### src/rtl/dmem_responder.sv
// dmem_responder: multi-cycle data-memory responder for the MEM-stage load/store port.
// Holds the pipeline with Stall until the access completes, then raises Done for one cycle.
module dmem_responder #(
    parameter int ADDR_W  = 8,
    parameter int DEPTH   = 64,
    parameter int LATENCY = 2
) (
    input  logic              Clk,
    input  logic              Reset,
    input  logic              DMemR,
    input  logic              DMemW,
    input  logic [ADDR_W-1:0] DataAdr,
    input  logic [31:0]       DataIn,
    output logic [31:0]       DataOut,
    output logic              Stall,
    output logic              Done,
    output logic              AdrErr
);
    typedef enum logic [1:0] {IDLE, WAIT, RESP} state_t;
    localparam logic [3:0] LAT = 4'(LATENCY);
    state_t            state, state_nx;
    logic [3:0]        cnt;
    logic [ADDR_W-1:0] adr_q, cur_adr;
    logic [31:0]       data_q, cur_data;
    logic              wr_q, cur_wr, req, commit;
    logic [31:0]       mem [DEPTH];
    assign req = DMemR | DMemW;
    // With zero latency the commit edge is the capture edge, so use the live inputs in IDLE.
    assign cur_adr  = (state == IDLE) ? DataAdr : adr_q;
    assign cur_data = (state == IDLE) ? DataIn  : data_q;
    assign cur_wr   = (state == IDLE) ? DMemW   : wr_q;
    assign commit   = (state_nx == RESP) && (cur_adr[1:0] == 2'b00);
    always_comb begin
        state_nx = IDLE;
        state_nx = (state == IDLE) ? (req ? ((LAT != 4'd0) ? WAIT : RESP) : IDLE) :
                   (state == WAIT) ? ((cnt == 4'd1) ? RESP : WAIT) : IDLE;
    end
    always_ff @(posedge Clk or negedge Reset) begin
        if (!Reset) begin
            state   <= IDLE;
            cnt     <= 4'd0;
            adr_q   <= '0;
            data_q  <= 32'd0;
            wr_q    <= 1'b0;
            DataOut <= 32'd0;
            for (int i = 0; i < DEPTH; i++) mem[i] <= 32'd0;
        end else begin
            state <= state_nx;
            if (state == IDLE && req) begin
                adr_q  <= DataAdr;
                data_q <= DataIn;
                wr_q   <= DMemW;
                cnt    <= LAT;
            end else if (state == WAIT) begin
                cnt <= cnt - 4'd1;
            end
            if (commit && cur_wr) mem[cur_adr[ADDR_W-1:2]] <= cur_data;
            if (commit && !cur_wr) DataOut <= mem[cur_adr[ADDR_W-1:2]];
        end
    end
    assign Stall  = Reset & req & (state != RESP);
    assign Done   = (state == RESP);
    assign AdrErr = Done & (adr_q[1:0] != 2'b00);
endmodule

### config.mk
export PLATFORM = sky130hd
export DESIGN_NAME = dmem_responder
export DESIGN_NICKNAME = d
export VERILOG_FILES = /design/src/rtl/dmem_responder.sv
export SDC_FILE = /design/constraint.sdc
export NUM_CORES = 2
export LEC_CHECK = 0
export CORE_MARGIN = 2
export CORE_UTILIZATION = 28
export CTS_CLUSTER_DIAMETER = 30
export DETAILED_ROUTE_END_ITERATION = 12
export GPL_ROUTABILITY_DRIVEN = 0
export GPL_TIMING_DRIVEN = 1
export PLACE_DENSITY = 0.51
export SLEW_MARGIN = 20
export SYNTH_ARGS = -nofsm -noshare
export SYNTH_HDL_FRONTEND = slang
export SYNTH_SLANG_ARGS = --single-unit
### constraint.sdc
create_clock -name Clk -period 2.9 [get_ports Clk]
set_clock_uncertainty 0.15 [all_clocks]
set_input_delay 0.435 -clock Clk [delete_from_list [all_inputs] [get_ports Clk]]
set_output_delay 0.435 -clock Clk [all_outputs]
set_load 0.02 [all_outputs]
# After elaboration in Yosys (flattened, before gate mapping)
# Index checks and enable logic that the tools add are counted.
[op_classes]
n_addsub = 1
order_cmp = 2
n_eq_ne = 5
muxes = 15
bitwise = 5
n_reduce_logical = 10
[op_table]
columns = ["op", "count"]
rows = [
  ["bitwise mux 2048 bit", 1],
  ["binary-select mux 32 bit (select 6 bit)", 1],
  ["demux 32 bit (select 6 bit)", 1],
  ["2-to-1 mux 32 bit", 4],
  ["2-to-1 mux 4 bit", 2],
  ["2-to-1 mux 8 bit", 1],
  ["greater-or-equal comparator 7 bit (second input constant)", 1],
  ["less-than comparator 7 x 1 -> 1 bit (second input constant)", 1],
  ["NOT 6 -> 7 bit", 1],
  ["2-to-1 mux 2 bit", 3],
  ["logical AND 1 bit", 5],
  ["== test 2 bit (second input constant)", 2],
  ["== test 4 x 1 -> 1 bit (second input constant)", 1],
  ["zero test 2 bit", 2],
  ["nonzero test 2 bit", 2],
  ["subtractor 4 x 1 -> 4 bit (second input constant)", 1],
  ["AND 1 bit", 3],
  ["== test 2 x 1 -> 1 bit (second input constant)", 1],
  ["2-to-1 mux 1 bit", 2],
  ["!= test 2 bit (second input constant)", 1],
  ["zero test 1 bit", 1],
  ["bitwise OR 1 bit", 1],
]
[totals]
reg_bits = 2127
in_bits = 44
out_inout_bits = 35
word_cells = 108

# Longest topological paths before layout
[depth]
ltp_word = 8
depth_mapped = 13
depth_no_buf = 9

# Least setup slack after synthesis
# Ideal clock, no wire load.
[synth_timing]
kind = "register to register"
startpoint = "register state[1]"
endpoint = "register DataOut[11]"
setup_time_ns = 0.125
t_arrival_ns = 2.511
t_required_ns = 2.625
setup_slack_ns = 0.113
stages_incl_launch_ff = 12
path_buffers = 4
synth_period_minus_slack_ns = 2.787
cell_sequence = "dfrtp_1 -> buf_6 -> o21a_1 -> clkbuf_1 -> nor2_1 -> buf_2 -> buf_1 -> mux2i_1 -> o22ai_1 -> o21a_1 -> nor4_1 -> nor2_1"
[synth_between]
elab_chain_cells = 6
elab_cells_between_ends = 15
cone_classes = "eq/ne (2); mux (7); bitwise (1); reduce/logical (5)"
[synth_lines]
columns = ["element", "line_no", "text"]
rows = [
  ["start, declared", "21", "state_t state, state_nx;"],
  ["start signal, assigned", "48", "state <= state_nx;"],
  ["zero test 2 bit / == test 2 x 1 -> 1 bit (equally long branches)", "--", ""],
  ["2-to-1 mux 8 bit / 2-to-1 mux 2 bit (equally long branches)", "29, 36", ""],
  ["NOT 6 -> 7 bit (implied by the code) / 2-to-1 mux 2 bit (equally long branches)", "58, 35", ""],
  ["binary-select mux 32 bit (select 6 bit) / == test 2 bit (equally long branches)", "58, 32", ""],
  ["2-to-1 mux 32 bit (implied by the code) / logical AND 1 bit (equally long branches)", "58, 32", ""],
  ["2-to-1 mux 32 bit (implied by the code) / logical AND 1 bit (equally long branches)", "58", "if (commit && !cur_wr) DataOut <= mem[cur_adr[ADDR_W-1:2]];"],
  ["end signal, assigned", "58", ""],
  ["end, declared", "14", "output logic [31:0] DataOut,"],
]
# Parallel ways exist; a longest one is shown, timed or not. The select of a mux whose other input is x is not followed.
# A chain may end at the register's enable or synchronous reset.

# Worst setup path after layout
[layout_timing]
startpoint = "register state[1]"
endpoint = "register DataOut[3]"
# The elaborated chain is that of the path after synthesis.

==> results.json <==
{
  "outcome": "finished, violations left",
  "violations": "negative setup slack",
  "drc": 0,
  "max_stage_delay_ns": 0.45,
  "netlist_area_um2": 97000,
  "path_cells": "buf_8 > or3b_4 > buf_12 > buf_12 > clkbuf_16 > nand3_1 > a21oi_1 > o41ai_2 > buf_4 > nand4_1 > buf_4 > nor4_2 > nor2_1",
  "cts_buffers": 536,
  "ys.flop_type": "dfrtp_1",
  "avgSynthCellArea_um2": 8.79,
  "rr_endpoint": "DataOut[3]",
  "max_slew.worst_pin.slew_ns": 0.986,
  "cap_violations": 0,
  "syn_inst": 11000,
  "dp.cells": 15600,
  "placed_area_um2": 112000,
  "end_kind": "flip-flop",
  "yosysTopAreaCellShare_pct": 54.9,
  "r2r_slack_ns": -0.33,
  "stdcell_count": 16900,
  "post-place-ws_ns": -1.22,
  "layout.nets": 11900,
  "final.min_clock_period_ns": 3.23,
  "final_common_cell": "a21oi_1",
  "met3_length_um": 33500,
  "drive_gt1_share_pct": 22.7,
  "seq_area_frac_synth_pct": 54.9,
  "yosysUniqueCellTypes": 43,
  "syn-num-nets": 11100,
  "hold-worst-slack_ns": 0.0574,
  "grt_max_degree": 142,
  "ant_nets": 0,
  "wl_um": 427000,
  "yosysTopAreaCell": "dfrtp_1",
  "cts_tree": "done",
  "grt_pass1_vias": 85700,
  "rows": 216,
  "die_x_um": 592,
  "firstDrtPassIters": 6,
  "clock_path_buffers": 4,
  "finalSetupViolations": 1903,
  "design_area_um2": 139000,
  "synthArstFlopShare_pct": 100,
  "pwr_density_cell_nw_per_um2": 1080,
  "core_um2": 345000,
  "detailed_place_hpwl_um": 243000,
  "grt_pass1_wl_um": 590000,
  "slew_headroom_pct": 34.3,
  "grt_usage_pct": 22.3,
  "rsz0062_at_grt": "true",
  "reg2regPathDepth": 13,
  "clk_latency_ns": 0.93,
  "cts_root_buf": "clkbuf_16",
  "cp_max_fo": 6,
  "start_util_pct": 28.1,
  "hold_viol": 0,
  "numClockSinks": 2127,
  "synth-edff-count": 0,
  "drt_iter0_markers": 9379,
  "yosys_warnings": 0,
  "cp.required_ns": 3.53,
  "slew_violations": 0,
  "drt-met1-wl_um": 181000,
  "cpMaxStageDelayCell": "or3b_4",
  "vias_per_cell": 5.36,
  "area_growth_pct": 43.0,
  "wl_per_cell_um": 25.3,
  "numPortBuffers": 78,
  "period_share_pct": 111,
  "path_clk_slew_ns": 0.04,
  "r2r-start": "state[1]",
  "final_cell_mix": "a21oi_1 (2,847), dfrtp_1 (2,127), nor2_1 (2,062)",
  "worst_slack_ns": -0.326,
  "irDropWorstVdd_mv": 0.832,
  "antenna_found_initial": 12,
  "path_buf_inv": 6,
  "grt_overflow_total": 0,
  "die_y_um": 592,
  "static-leakage-power_nw": 60.4,
  "worstPathArrival_ns": 3.85,
  "io_pins": 79,
  "synthTopCellsByArea": "dfrtp_1 (55%), a21oi_1 (15%), nor2_1 (8.2%)",
  "path_delay_family": "buffers and inverters",
  "cp-start-kind": "flip-flop",
  "h-tree-depth": 6,
  "fmax_ghz": 0.310,
  "vias": 90400,
  "critPathKind": "flip-flop to flip-flop",
  "wl_met2_um": 193000,
  "hold_class": "input pin to async pin",
  "ys_ff_latch": 2127,
  "highest_layer": "met4",
  "die-area_um2": 351000
}
[metal layers]
layer	track usage, %	up-vias
met5	0	-
met4	9.01	0
li1	-	40500
met2	34.9	3914
met1	30.7	45200
met3	3.34	832
[metrics by stage]
step           TNS, ns  power, mW  utilization, %
2_1_floorplan        0       56.9               -
3_3_place_gp   -758.38       81.0            32.4
3_5_place_dp   -781.28       81.1            32.4
4_1_cts        -202.86        146            38.8
5_1_grt        -332.01        154            40.1
6_report       -169.10        149            40.2
[final cells by class]
class | instances | area, µm²
antenna | 7 | 17.5
clock buffer | 723 | 15400
clock inverter | 228 | 3010
fill | 33600 | 207000
inverter | 9 | 33.8
multi-input combinational | 7718 | 41800
sequential | 2127 | 53200
tap | 4578 | 5730
timing repair buffer | 1481 | 19500
[worst max-delay path by stage]
stage	slack (ns)	from	to	cells past startpoint
global route	-0.40	state[1]	DataOut[26]	12
detailed placement	-1.22	DataAdr[2]	DataOut[15]	11
floorplan	0.11	state[1]	DataOut[11]	11
CTS	-0.32	state[0]	DataOut[27]	13
finish	-0.33	state[1]	DataOut[3]	13
global placement	-1.22	DataAdr[2]	DataOut[15]	11
[cells by family (layout without fill, tap and decap cells)]
logic type / Yosys count / after routing / share of synthesized area (%)
compound gates: 4151 / 4152 / 22.2
xor+xnor: 1 / 1 / 0.00903
fa+ha+maj: 2 / 2 / 0.0258
buf+inv: 1183 / 2441 / 5.34
flops: 2127 / 2127 / 54.9
mux: 164 / 164 / 1.70
other cells: 0 / 7 / 0
simple gates: 3398 / 3399 / 15.8
[sequential cells by signal, indices dropped and copies added, names as in the netlist]
name and cells:
DataOut 32, data_q 32, cnt 4, state 2
wr_q 1, adr_q 8, mem 2048
[report_power, final]
| part | internal, mW | switching (mW) | leakage (nW) | total (mW) |
|---|---|---|---|---|
| clock network | 41.9 | 18.9 | 8.99 | 60.8 |
| logic | 19.2 | 32.3 | 21.9 | 51.4 |
| registers | 34.1 | 2.80 | 29.5 | 36.9 |
| total | 95.2 | 54.0 | 60.4 | 149 |
[cells in the mapped netlist (3+ instances only)]
master / n
buf_4: 23
buf_2: 410
nor2_1: 2129
nor4_1: 131
a31oi_4: 3
nand2_2: 3
nand4_1: 32
nor4_4: 48
buf_1: 31
mux2i_1: 162
o21a_1: 33
nand2b_1: 5
buf_6: 18
o22ai_1: 96
nor4b_1: 4
nand2_1: 117
dfrtp_1: 2127
o41ai_1: 128
o21ai_0: 937
nand3_1: 898
a21oi_1: 2945
inv_1: 9
clkbuf_1: 692
or2_1: 3
nor2_4: 17
a31oi_1: 3
[worst min-delay path, delay by kind of cell]
family	cells	cell delay, ns
buffers and inverters	3	1.04
[timing repair]
action,4_1_cts,5_1_grt
gates cloned,35,68
pin swaps,88,114
setup buffers,76,125
setup endpoints to repair,1697,2080
hold buffers,28,0
gates resized for setup,322,435
endpoints found under the hold margin,2075,0
Note: power is estimated with default switching activity, not from simulation.
